$ cat src/rtl/riscv_pipe_pkg.sv
// ---------------------------------------------------------------------------
// riscv_pipe_pkg
// Shared definitions for the pipeline-stage registers of the core.
//   - pipe_state_e / ST_* : occupancy state of a pipe_stage_buf
//   - *_W / *_CTRL_W      : packed record width and control-field width
//                           for each stage boundary (IF/ID, ID/EX, EX/MEM,
//                           MEM/WB)
//   - *_OFF               : bit offsets used to pack and unpack records
//   - occupancy_of()      : maps a state to the number of held entries
// Every record keeps its side-effecting control bits (including rd) in the
// lowest bits, so a stage buffer can blank them to make a bubble look
// like a NOP to hazard and forwarding logic.
// ---------------------------------------------------------------------------
package riscv_pipe_pkg;

    typedef enum logic [1:0] {
        PIPE_EMPTY = 2'd0,
        PIPE_ONE   = 2'd1,
        PIPE_FULL  = 2'd2
    } pipe_state_e;

    // Plain constants for code that keeps its state in a logic vector.
    localparam logic [1:0] ST_EMPTY = PIPE_EMPTY;
    localparam logic [1:0] ST_ONE   = PIPE_ONE;
    localparam logic [1:0] ST_FULL  = PIPE_FULL;

    // ---------------- IF/ID record ----------------
    localparam int IF_ID_CTRL_W    = 1;
    localparam int IF_ID_PRED_OFF  = 0;
    localparam int IF_ID_PC_OFF    = 1;
    localparam int IF_ID_INSTR_OFF = 33;
    localparam int IF_ID_W         = 65;

    // ---------------- ID/EX record ----------------
    // Control field: reg_write, mem_read, mem_write, branch, jump,
    // csr_op[1:0], rd[4:0], four reserved bits.
    localparam int ID_EX_CTRL_W      = 16;
    localparam int ID_EX_REGW_OFF    = 0;
    localparam int ID_EX_MEMR_OFF    = 1;
    localparam int ID_EX_MEMW_OFF    = 2;
    localparam int ID_EX_BR_OFF      = 3;
    localparam int ID_EX_JMP_OFF     = 4;
    localparam int ID_EX_CSR_OFF     = 5;
    localparam int ID_EX_RD_OFF      = 7;
    localparam int ID_EX_ALUOP_OFF   = 16;
    localparam int ID_EX_RS1_OFF     = 20;
    localparam int ID_EX_RS2_OFF     = 25;
    localparam int ID_EX_PC_OFF      = 30;
    localparam int ID_EX_RS1VAL_OFF  = 62;
    localparam int ID_EX_RS2VAL_OFF  = 94;
    localparam int ID_EX_IMM_OFF     = 126;
    localparam int ID_EX_W           = 158;

    // ---------------- EX/MEM record ----------------
    // Control field: reg_write, mem_read, mem_write, rd[4:0].
    localparam int EX_MEM_CTRL_W     = 8;
    localparam int EX_MEM_REGW_OFF   = 0;
    localparam int EX_MEM_MEMR_OFF   = 1;
    localparam int EX_MEM_MEMW_OFF   = 2;
    localparam int EX_MEM_RD_OFF     = 3;
    localparam int EX_MEM_ALU_OFF    = 8;
    localparam int EX_MEM_STDATA_OFF = 40;
    localparam int EX_MEM_FUNCT3_OFF = 72;
    localparam int EX_MEM_W          = 75;

    // ---------------- MEM/WB record ----------------
    // Control field: reg_write, rd[4:0], two reserved bits.
    localparam int MEM_WB_CTRL_W     = 8;
    localparam int MEM_WB_REGW_OFF   = 0;
    localparam int MEM_WB_RD_OFF     = 1;
    localparam int MEM_WB_WBDATA_OFF = 8;
    localparam int MEM_WB_W          = 40;

    // Entries held in each state; the encoding is chosen so this is the
    // state value itself, but callers should not rely on that.
    function automatic logic [1:0] occupancy_of(input logic [1:0] st);
        case (st)
            ST_ONE:  occupancy_of = 2'd1;
            ST_FULL: occupancy_of = 2'd2;
            default: occupancy_of = 2'd0;
        endcase
    endfunction

endpackage

$ cat src/rtl/pipe_sat_cnt.sv
// ---------------------------------------------------------------------------
// pipe_sat_cnt
// Saturating up-counter with synchronous clear, used for stall and other
// performance counters.
// Ports:
//   clk   in  clock
//   rstn  in  asynchronous active-low reset (count -> 0)
//   clr   in  synchronous clear, wins over en
//   en    in  count this cycle
//   count out current value, sticks at all-ones
// ---------------------------------------------------------------------------
module pipe_sat_cnt #(
    parameter int W = 16
) (
    input  logic         clk,
    input  logic         rstn,
    input  logic         clr,
    input  logic         en,
    output logic [W-1:0] count
);

    logic [W-1:0] cnt_q;
    logic [W-1:0] cnt_d;

    // Clear first, then increment unless already saturated.
    always_comb begin
        cnt_d = cnt_q;
        if (clr) begin
            cnt_d = '0;
        end else if (en && (cnt_q != {W{1'b1}})) begin
            cnt_d = cnt_q + 1'b1;
        end
    end

    always_ff @(posedge clk or negedge rstn) begin
        if (!rstn) begin
            cnt_q <= '0;
        end else begin
            cnt_q <= cnt_d;
        end
    end

    assign count = cnt_q;

endmodule

$ cat src/rtl/pipe_stage_buf.sv
// ---------------------------------------------------------------------------
// pipe_stage_buf
// Pipeline-stage register with valid/ready handshake and a one-entry skid
// buffer. in_ready comes straight from the state register, so backpressure
// never forms a combinational path across stages; the skid entry catches
// the one record that can arrive in the cycle downstream first stalls.
// Ports:
//   clk, rstn          clock, asynchronous active-low reset
//   in_valid/in_data   upstream record, held until accepted
//   in_ready           stage can accept (registered)
//   out_valid/out_data presented record; low CTRL_W bits are 0 when invalid
//   out_ready          downstream accepts this cycle
//   flush              synchronous kill of held and incoming records
//   occupancy          entries held (0..2)
//   stall_cnt          saturating count of out_valid & !out_ready cycles
//   stall_cnt_clr      synchronous clear of stall_cnt
// ---------------------------------------------------------------------------
module pipe_stage_buf
    import riscv_pipe_pkg::*;
#(
    parameter int DATA_W = 160,
    parameter int CTRL_W = 16,
    parameter int CNT_W  = 16
) (
    input  logic              clk,
    input  logic              rstn,
    input  logic              in_valid,
    input  logic [DATA_W-1:0] in_data,
    output logic              in_ready,
    output logic              out_valid,
    output logic [DATA_W-1:0] out_data,
    input  logic              out_ready,
    input  logic              flush,
    output logic [1:0]        occupancy,
    output logic [CNT_W-1:0]  stall_cnt,
    input  logic              stall_cnt_clr
);

    // Ones in the control field; a shift by the full width yields zero,
    // which covers CTRL_W == DATA_W, and CTRL_W == 0 gives an empty mask.
    localparam logic [DATA_W-1:0] CTRL_MASK = ~({DATA_W{1'b1}} << CTRL_W);

    logic [1:0]        state_q;
    logic [1:0]        state_d;
    logic [DATA_W-1:0] main_q;
    logic [DATA_W-1:0] main_d;
    logic [DATA_W-1:0] skid_q;
    logic [DATA_W-1:0] skid_d;

    logic in_fire;
    logic out_fire;
    logic stalled;

    assign in_ready  = (state_q != ST_FULL);
    assign out_valid = (state_q != ST_EMPTY);
    assign in_fire   = in_valid & in_ready;
    assign out_fire  = out_valid & out_ready;
    assign stalled   = out_valid & ~out_ready;

    // Next-state and payload movement. Flush overrides everything and also
    // zeroes the payloads so no stale record can leak out later. Draining
    // to EMPTY leaves main in place; the control mask on out_data already
    // makes it look like a NOP.
    always_comb begin
        state_d = state_q;
        main_d  = main_q;
        skid_d  = skid_q;
        if (flush) begin
            state_d = ST_EMPTY;
            main_d  = '0;
            skid_d  = '0;
        end else begin
            case (state_q)
                ST_EMPTY: begin
                    if (in_fire) begin
                        state_d = ST_ONE;
                        main_d  = in_data;
                    end
                end
                ST_ONE: begin
                    if (in_fire && out_fire) begin
                        main_d = in_data;
                    end else if (in_fire) begin
                        state_d = ST_FULL;
                        skid_d  = in_data;
                    end else if (out_fire) begin
                        state_d = ST_EMPTY;
                    end
                end
                ST_FULL: begin
                    if (out_fire) begin
                        state_d = ST_ONE;
                        main_d  = skid_q;
                    end
                end
                default: begin
                    state_d = ST_EMPTY;
                    main_d  = '0;
                    skid_d  = '0;
                end
            endcase
        end
    end

    always_ff @(posedge clk or negedge rstn) begin
        if (!rstn) begin
            state_q <= ST_EMPTY;
            main_q  <= '0;
            skid_q  <= '0;
        end else begin
            state_q <= state_d;
            main_q  <= main_d;
            skid_q  <= skid_d;
        end
    end

    // Blank control bits while invalid so downstream sees rd=0, no writes.
    assign out_data  = out_valid ? main_q : (main_q & ~CTRL_MASK);
    assign occupancy = occupancy_of(state_q);

    pipe_sat_cnt #(
        .W (CNT_W)
    ) u_stall_cnt (
        .clk   (clk),
        .rstn  (rstn),
        .clr   (stall_cnt_clr),
        .en    (stalled),
        .count (stall_cnt)
    );

endmodule
$ cat config.mk
export PLATFORM = sky130hd
export DESIGN_NAME = pipe_stage_buf
export DESIGN_NICKNAME = d
export VERILOG_FILES = /design/src/rtl/riscv_pipe_pkg.sv /design/src/rtl/pipe_sat_cnt.sv /design/src/rtl/pipe_stage_buf.sv
export SDC_FILE = /design/constraint.sdc
export NUM_CORES = 1
export LEC_CHECK = 0
export ABC_AREA = 1
export CORE_ASPECT_RATIO = 1.5
export CORE_MARGIN = 1.5
export CORE_UTILIZATION = 58
export CTS_BUF_LIST = sky130_fd_sc_hd__clkbuf_4 sky130_fd_sc_hd__clkbuf_8
export CTS_CLUSTER_SIZE = 24
export DETAILED_ROUTE_END_ITERATION = 8
export PLACE_DENSITY = 0.88
export SLEW_MARGIN = 20
export SYNTH_ARGS = -nofsm -noshare
export SYNTH_HDL_FRONTEND = slang
export SYNTH_SLANG_ARGS = --single-unit
$ cat constraint.sdc
create_clock -name clk -period 3.18 [get_ports clk]
set_input_delay 0.954 -clock clk [delete_from_list [all_inputs] [get_ports clk]]
set_output_delay 0.954 -clock clk [all_outputs]
set_load 0.05 [all_outputs]
==> results.sh, run 1 <==
export IMPL_outcome="finished clean"
export IMPL_floorplan_core_area_um2=28600
export IMPL_num_io_pins=346
export IMPL_clock_insertion_delay_worst_skew_ps=590
export IMPL_worstMarginPinSlew_ps=1050
export IMPL_layout_drive_gt1_share_pct=6.85
export IMPL_fmaxAchievable_mhz=341
export IMPL_deepest_level_of_the_cts_h_tree=2
export IMPL_unrepaired_setup_endpoints_after_global_routing="false"
export IMPL_finClkSkew_ps=10.9
export IMPL_via_per_inst=5.64
export IMPL_most_common_cell_after_layout_fill_and_taps_aside="nand2_1"
export IMPL_finalPower_mw=12.4
export IMPL_worst_slew_margin_rel_pct=30.0
export IMPL_setup_slack_ps=250
export IMPL_floorplan_die_area_um2=30100
export IMPL_ys_async_sr_fraction_pct=100
export IMPL_row_count=76
export IMPL_syn_nets=2307
export IMPL_port_buffers=345
export IMPL_antenna_violations_before_repair=9
export IMPL_rr_worst_depth=9
export IMPL_global_route_overflow_total=0
export IMPL_ys_seq_elements=338
export IMPL_maximum_number_of_pins_on_one_net_before_global_route_repair=117
export IMPL_final_hold_vio_count=0
export IMPL_detail_route_wl_per_cell_um=17.0
export IMPL_clk_path_buf_depth=3
export IMPL_synth_yosys_seq_area_share_pct=50.2
export IMPL_start_util_pct=58.8
export IMPL_finalSetupTns_ps=0
export IMPL_syn_avg_cell_area_um2=7.87
export IMPL_total_leakage_power_nw=9.69
export IMPL_post_route_period_util_pct=92.1
export IMPL_dominantRegCellSynth="dfrtp_1"
export IMPL_syn_inst=2140
export IMPL_layout_common_cells="778 x nand2_1, 337 x dfrtp_1, 323 x clkdlybuf4s50_1, 181 x nand3_1, 135 x inv_1"
export IMPL_area_growth_synth_to_final_pct=22.6
export IMPL_globalplace_congestion=0.891
export IMPL_min_path_type="input port to asynchronous set/reset pin"
export IMPL_post_synth_num_cell_types=29
export IMPL_worst_r2r_startpoint="state_q[1]$_DFFE_PN0P_"
export IMPL_vdd_drop_max_uv=469
export IMPL_final_setup_viol_count=0
export IMPL_root_buffer="clkbuf_8"
export IMPL_power_density_nw_per_um2=599
export IMPL_die_y_um=212
export IMPL_grt_total_usage_pct=30.4
export IMPL_reg2reg_slack_ps=760
export IMPL_routed_wl_mm=46.0
export IMPL_slew_viol_final=0
export IMPL_number_of_global_route_vias_before_repair=15000
export IMPL_tritoncts="yes"
export IMPL_yosys_warning_count=0
export IMPL_grt_pass1_wl_mm=73.4
export IMPL_drc_errors=0
export IMPL_worst_hold_slack_across_all_endpoints_ps=286
export IMPL_nature_of_the_critical_path_endpoint="output pin"
export IMPL_maxCapViolCount=0
export IMPL_worst_setup_hold_path_clk_slew_ps=70
export IMPL_holdBufCountCts=0
export IMPL_drt_iter0_markers=1317
export IMPL_ant_nets=0
export IMPL_critPathMaxFanout=17
export IMPL_post_place_worst_slack_ps=341
export IMPL_startpoint_type="flip-flop"
export IMPL_cts_inserted_buffers=49
export IMPL_fp_dieW_um=142
export IMPL_number_of_enable_type_register_cells_in_the_synthesized_netlist=0
export IMPL_cts_num_sinks=338
export IMPL_drt_pre_antenna_iters=6
export IMPL_nNetsFinal=2440
export IMPL_cts_setup_buffers=0
export IMPL_critPathArrivalTime_ps=1980
export IMPL_critical_path_reg2reg_endpoint="main_q[48]$_DFFE_PN0P_"
export IMPL_fin_crit_ps=2930
export IMPL_fin_util_pct=72.1
export IMPL_vias_post_dr=15300
export IMPL_critical_path_required_ps=2230
export IMPL_syn_cell_area_um2=16800
export IMPL_detailedPlacementHpwl_mm=28.6
export IMPL_worst_setup_path_type="flip-flop to output pin"
[cell type report]
type                            count  area [um2]
Sequential cell                   338        8460
Multi-Input combinational cell   1367        6050
Timing Repair Buffer              372        4050
Clock buffer                       73         917
Fill cell                        2065        7990
Antenna cell                        7        17.5
Inverter                          145         558
Clock inverter                     12        93.8
Tap cell                          390         488
[cell usage after synthesis (6+ instances only)]
library cell  number  area share, %
o22ai_1          104            3.9
clkbuf_1          68            1.5
inv_2              6           0.13
o21ai_0           84            2.5
buf_1             16           0.36
a21oi_1          114            3.4
buf_4            172            7.7
nor2_1            35           0.78
buf_2             33           0.98
dfrtp_1          338             50
nand2_1          778             17
nand3_1          181            5.4
inv_1            135            3.0
o21ai_1           42            1.2
nand4_1            9           0.33
[worst max path at each step]
stage	start	end	slack, ps	depth (start not counted)
finish	state_q[0]$_DFFE_PN0P_	out_data[10]	250	5
global route	state_q[0]$_DFFE_PN0P_	out_data[10]	150	5
CTS	state_q[0]$_DFFE_PN0P_	out_data[10]	200	5
detailed placement	in_valid	main_q[3]$_DFFE_PN0P_	340	7
global placement	in_valid	main_q[5]$_DFFE_PN0P_	450	7
floorplan	state_q[1]$_DFFE_PN0P_	out_data[10]	210	7
[layer usage]
metal | track usage (%) | vias to the layer above | share of wire, %
met2 | 51.4 | 861 | 49
li1 | - | 7003 | -
met4 | 16.4 | 4 | 4.8
met5 | 0 | - | 0.059
met1 | 36.4 | 7217 | 37
met3 | 6.38 | 172 | 9.1
[cell families after synthesis]
logic type / count (synthesis) / synth area share (%)
xor gates and xnor gates: 3 / 0.156
DFF: 338 / 50.2
buffers and inverters: 435 / 13.9
AOI/OAI and AO/OA: 350 / 11.3
and+or+nand+nor: 1013 / 24.3
adders and majority gates: 1 / 0.0743
[stage by stage]
step / cell area [um2] / instances
3_3_place_gp: 19600 / 2611
5_1_grt: 20600 / 2704
3_5_place_dp: 19600 / 2612
6_report: 20600 / 2704
2_1_floorplan: 16800 / 2140
4_1_cts: 20600 / 2697
[timing repair]
| item | CTS | global route |
|---|---|---|
| gates resized for setup | 3 | 0 |
| hold endpoints to repair | 0 | 0 |
| setup endpoints to repair | 16 | 0 |
[worst max-delay path, cell delays in order, from the launching register on]
cell      delay [ps]
dfrtp_1          400
inv_2            100
nand2_2          130
clkinv_2         250
nor2_1           310
buf_12           180
[power by group]
group | leakage [nW] | switching, mW | total, mW | internal, mW
combinational | 4.63 | 2.49 | 3.69 | 1.20
sequential | 4.52 | 0.288 | 5.07 | 4.78
clock | 0.538 | 1.67 | 3.60 | 1.93
total | 9.69 | 4.45 | 12.4 | 7.91
[sequential cells by signal, summed over array words and instances, names as in the netlist]
signal	cells
main_q	160
skid_q	160
u_stall_cnt.count	16
state_q	2
Power figures use the tool's default switching activity.
==> run 2, diff against run 1 <==
--- a/config.mk
+++ b/config.mk
@@ -13,6 +13,7 @@
 export CTS_CLUSTER_SIZE = 24
 export DETAILED_ROUTE_END_ITERATION = 8
 export PLACE_DENSITY = 0.88
+export SKIP_LAST_GASP = 1
 export SLEW_MARGIN = 20
 export SYNTH_ARGS = -nofsm -noshare
 export SYNTH_HDL_FRONTEND = slang
==> results of run 2 <==
No change in the layout: final DEF, timing and power equal those of run 1.
==> variant 1, RTL diff (config.mk and constraints of run 1) <==
Put a register stage on the output `stall_cnt`, with the module's reset. The value now appears one clock later. The other outputs are not delayed to match. Comments in the files are not updated.
--- a/src/rtl/pipe_stage_buf.sv
+++ b/src/rtl/pipe_stage_buf.sv
@@ -40,4 +40,6 @@
     // which covers CTRL_W == DATA_W, and CTRL_W == 0 gives an empty mask.
     localparam logic [DATA_W-1:0] CTRL_MASK = ~({DATA_W{1'b1}} << CTRL_W);
+
+    logic [CNT_W-1:0] stall_cnt_d;
 
     logic [1:0]        state_q;
@@ -126,6 +128,14 @@
         .clr   (stall_cnt_clr),
         .en    (stalled),
-        .count (stall_cnt)
+        .count (stall_cnt_d)
     );
 
+    always_ff @(posedge clk or negedge rstn) begin
+        if (!rstn) begin
+            stall_cnt <= '0;
+        end else begin
+            stall_cnt <= stall_cnt_d;
+        end
+    end
+
 endmodule
Behaviour: not the same (a bounded check fails within 4 cycles, from zero or initial values and one cycle with rstn low).
==> variant 1 against run 1 <==
Cell area is 2.6% higher. Worst setup slack improved by 0.082 ns. Sequential cell count up 16. Register-to-register slack improved by 0.15 ns. Synthesized cell count decreased by 2.7%. Clock power up 11%. Sequential share of layout area grew 0.87 points. Synthesized area increased by 1.8%. Total power grew 9.9%. Combinational power grew 13%. Wire length shrank 0.54%. Global-route usage down 0.45 points. Cell count shrank 1.7%.
==> variant 1: results (changes against run 1) <==
* CP arrival at 1.89 ns (-0.09 ns)
* Synth Area in XOR/XNOR at 0.1533% (-0.0028 points)
* Total CTS buffers at 52 (+6.1%)
* Final net count at 2392 (-2.0%)
* Antenna Cells at 1 (-6)
* Sw Pwr at 4.922 mW (+11%)
* Syn_nets at 2250 (-2.5%)
* Leak at 9.430 nW (-2.7%)
* Layout cell share with drive strength beyond 1 at 8.072% (+1.2 points)
* TritonRoute pass-1 iters at 5 (-1)
* Post-synthesis compound-gate area fraction at 15.83% (+4.5 points)
* Initial antenna violation count at 1 (-8)
* Post-synth top cells: 496 x nand2_1, 354 x dfrtp_1, 211 x o21ai_1
* Largest net degree at the start of global routing at 95 (-19%)
* Fraction of area in multi-input gates at 28.21% (-1.1 points)
* Part of the Yosys area used for sequential elements at 51.68% (+1.4 points)
* GRT met1 Usage at 35.55% (-0.85 points)
* Global routing usage on met3 at 5.985% (-0.39 points)
* FFs & Latches at 354 (+4.7%)
* Crit-path max cell delay at 0.51 ns (+0.11 ns)
* Clock skew at 0.01258 ns (+0.001690 ns)
* R2r worst-path depth at 8 (-1)
* Cell family with most CP delay: simple AND/OR/NAND/NOR gates
* 1st-iter DRT viols at 1149 (-13%)
* Repair and plain buffers at 394 (+5.9%)
* Wire length on met2 at 22590 um (-0.60%)
* Total Routing Usage GR at 29.96% (-0.45 points)
* Unique masters post-synth at 26 (-10%)
* GR Util met2 at 50.33% (-1.0 points)
* Synth Area in Adders at 0.07300% (-0.0013 points)
* DR top layer: met4
* Gpl congestion at 0.8626 (-3.2%)
* Status: completed
* Vias at 15.09k (-1.1%)
* Clock-cell share at 5.550% (+0.65 points)
* NonClk Buf Share at 19.55% (-0.068 points)
* Hpwl dp at 30240 um (+5.7%)
variant 1: worst paths after layout:
path / from / to / slack [ns]
max in group asynchronous: rstn / skid_q[55]$_DFFE_PN0P_ / 1.97
setup / recovery: state_q[1]$_DFFE_PN0P_ / out_data[10] / 0.33
hold / removal: rstn / main_q[25]$_DFFE_PN0P_ / 0.32
hold reg to reg: u_stall_cnt.count[1]$_DFFE_PN0P_ / stall_cnt[1]$_DFF_PN0_ / 0.44
min in group clk: u_stall_cnt.count[1]$_DFFE_PN0P_ / stall_cnt[1]$_DFF_PN0_ / 0.44
setup reg to reg: state_q[1]$_DFFE_PN0P_ / main_q[140]$_DFFE_PN0P_ / 0.91
variant 1: power by group through the flow:
| stage | clock [mW] | combinational, mW | sequential, mW |
|---|---|---|---|
| after detailed placement | 0 | 4.16 | 5.48 |
| after floorplan | 0 | 3.14 | 5.37 |
| final | 3.99 | 4.18 | 5.42 |
| after global placement | 0 | 4.08 | 5.46 |
| after global routing | 4.25 | 4.47 | 5.46 |
| after CTS | 4.06 | 4.19 | 5.41 |
variant 1: cell families after synthesis:
group	after synthesis
AO/OA/AOI/OAI	489
AND/OR/NAND/NOR	793
buffers and inverters	443
flip-flops	354
XOR/XNOR	3
adder cells (fa/ha/maj)	1
variant 1: metrics by stage:
step | instance area (um2) | setup slack, ns | utilization [%] | std cells | power, mW
global route | 21170 | 0.1841 | 73.23 | 2658 | 14.19
finish | 21170 | 0.3319 | 73.23 | 2658 | 13.58
global placement | 19990 | 0.3731 | 69.15 | 2561 | 9.536
detailed placement | 19990 | 0.2906 | 69.15 | 2561 | 9.640
floorplan | 17140 | 0.8549 | - | 2083 | 8.505
CTS | 21170 | 0.2648 | 73.22 | 2657 | 13.65
==> variant 2, RTL diff (config.mk and constraints of run 1) <==
Without the edit above. `CTRL_W`: 16 -> 12.
--- a/src/rtl/pipe_stage_buf.sv
+++ b/src/rtl/pipe_stage_buf.sv
@@ -20,5 +20,5 @@
 #(
     parameter int DATA_W = 160,
-    parameter int CTRL_W = 16,
+    parameter int CTRL_W = 12,
     parameter int CNT_W  = 16
 ) (
Check against the original RTL: not equivalent (a bounded check fails within 4 cycles, from zero or initial values and one cycle with rstn low).
==> variant 2 against run 1 <==
Cell area hardly changed. Worst setup slack lost 0.10 ns. Critical path depth unchanged. Sequential cell count unchanged. Clock power rose by 3%. Global-route usage down 0.71 points. Synthesized area grew 0.69%. Wire length fell by 1.8%. Combinational power is 13% higher. Total power increased by 5.9%. Maximum frequency down 3.4%.
==> variant 2: results (changes against run 1) <==
* Status: completed
* Max VDD drop at 0.0004071 V (-13%)
* Placed Area at 19570 um2 (-0.12%)
* Relative max-transition margin at 36.70% (+6.7 points)
* Vias in the first global route at 14.40k (-4.0%)
* #MultiIn Comb at 1273 (-6.9%)
* Part of the power in registers at 39.8% (-1.2 points)
* Total CTS buffers at 51 (+4.1%)
* Dpl ws at 0.2494 ns (-0.09188 ns)
* Sw frac at 37.15% (+1.1 points)
* Repair and plain buffers at 378 (+1.6%)
* Leak at 9.118 nW (-5.9%)
* Final WL at 45150 um (-1.8%)
* NonClk Buf Share at 19.40% (-0.22 points)
* Seq/total area at 41.00% (about the same)
* Fillers at 2087 (+1.1%)
* Initial antenna violation count at 6 (-3)
* Syn_nets at 2224 (-3.6%)
* Final net count at 2350 (-3.7%)
* Layout cell share with drive strength beyond 1 at 8.442% (+1.6 points)
* Top-area cell type share of the netlist area at 49.90% (-0.34 points)
* CTS resizes at 0 (-3)
* Total Routing Usage GR at 29.70% (-0.71 points)
* Crit-path max cell delay at 0.44 ns (+0.04 ns)
* 1st-iter DRT viols at 1277 (-3.0%)
* Vias at 14.83k (-2.8%)
* Top area cells in the synthesized netlist: dfrtp_1 50%, nand2_1 11%, buf_4 6.9%, o21ai_1 6.1%, a31oi_1 4.0%
* Total power at 13.09 mW (+5.9%)
* Clk buf depth at 3 (unchanged)
* Clock-cell share at 5.117% (+0.22 points)
* Die area at 30280 um2 (+0.68%)
* Part of the Yosys area used for sequential elements at 49.90% (-0.34 points)
* Placed instance count at 2520 (-3.5%)
* Gpl congestion at 0.8997 (+0.94%)
* Fraction of area in multi-input gates at 29.40% (+0.069 points)
* CP arrival at 2.08 ns (+0.10 ns)
* Antenna Cells at 5 (-2)
* CLK BUF at 76 (+4.1%)
* First-pass GRT wire length at 71680 um (-2.3%)
* Largest net degree at the start of global routing at 124 (+6.0%)
* Cell count after synthesis at 2057 (-3.9%)
* Unique masters post-synth at 34 (+17%)
* Inverters at 141 (-2.8%)
* Hpwl dp at 29390 um (+2.8%)
* Worst-path maximum fanout at 12 (-5)
==> variant 2: changes by cell type in the layout (fill, tap and decap cells not counted), moves of 6 or more <==
cell             run 1  this run
o21ai_0             84        42
nor2_1              33       134
a21oi_1            114         0
nand2_1            778       490
nand3_1            181       121
a31oi_1              0       109
nand2_2              2        13
buf_4               12        22
buf_12              33        27
o21ai_1             42       206
clkbuf_8            59        66
o21ai_2              1        20
==> variant 2: cells by family (layout without fill, tap and decap cells) <==
logic type	Yosys count	in the layout	share of synthesized area, %
AO/OA/AOI/OAI	484	484	16.34
XOR/XNOR	8	8	0.4134
AND/OR/NAND/NOR	780	780	18.91
flip-flops	338	338	49.90
adder cells (fa/ha/maj)	1	1	0.07381
buffers and inverters	446	604	14.36
other	0	5	0
==> variant 2: routing by layer <==
layer | up-vias | wire length [um] | track usage [%]
li1 | 6936 | - | -
met1 | 6997 | 16720 | 35.40
met2 | 717 | 22260 | 48.36
met3 | 173 | 3593 | 7.252
met4 | 2 | 2559 | 18.31
met5 | - | 13 | 0
==> variant 2: worst max-delay path: cells and delay by family (launching register included) <==
kind          cells  cell delay [ns]
buf+inv           3             0.52
flops             1             0.44
simple gates      2             0.52
==> variant 2: final timing paths <==
kind,start,endpoint,slack [ns],cells past startpoint
worst max-delay path,state_q[0]$_DFFE_PN0P_,out_data[3],0.15,5
worst min-delay path,rstn,main_q[123]$_DFFE_PN0P_,0.28,1
worst max register to register,state_q[0]$_DFFE_PN0P_,main_q[80]$_DFFE_PN0P_,0.76,7
worst min register to register,skid_q[1]$_DFFE_PN0P_,skid_q[1]$_DFFE_PN0P_,0.49,2
max in group asynchronous,rstn,main_q[59]$_DFFE_PN0P_,2.13,2
min in group clk,skid_q[1]$_DFFE_PN0P_,skid_q[1]$_DFFE_PN0P_,0.49,2
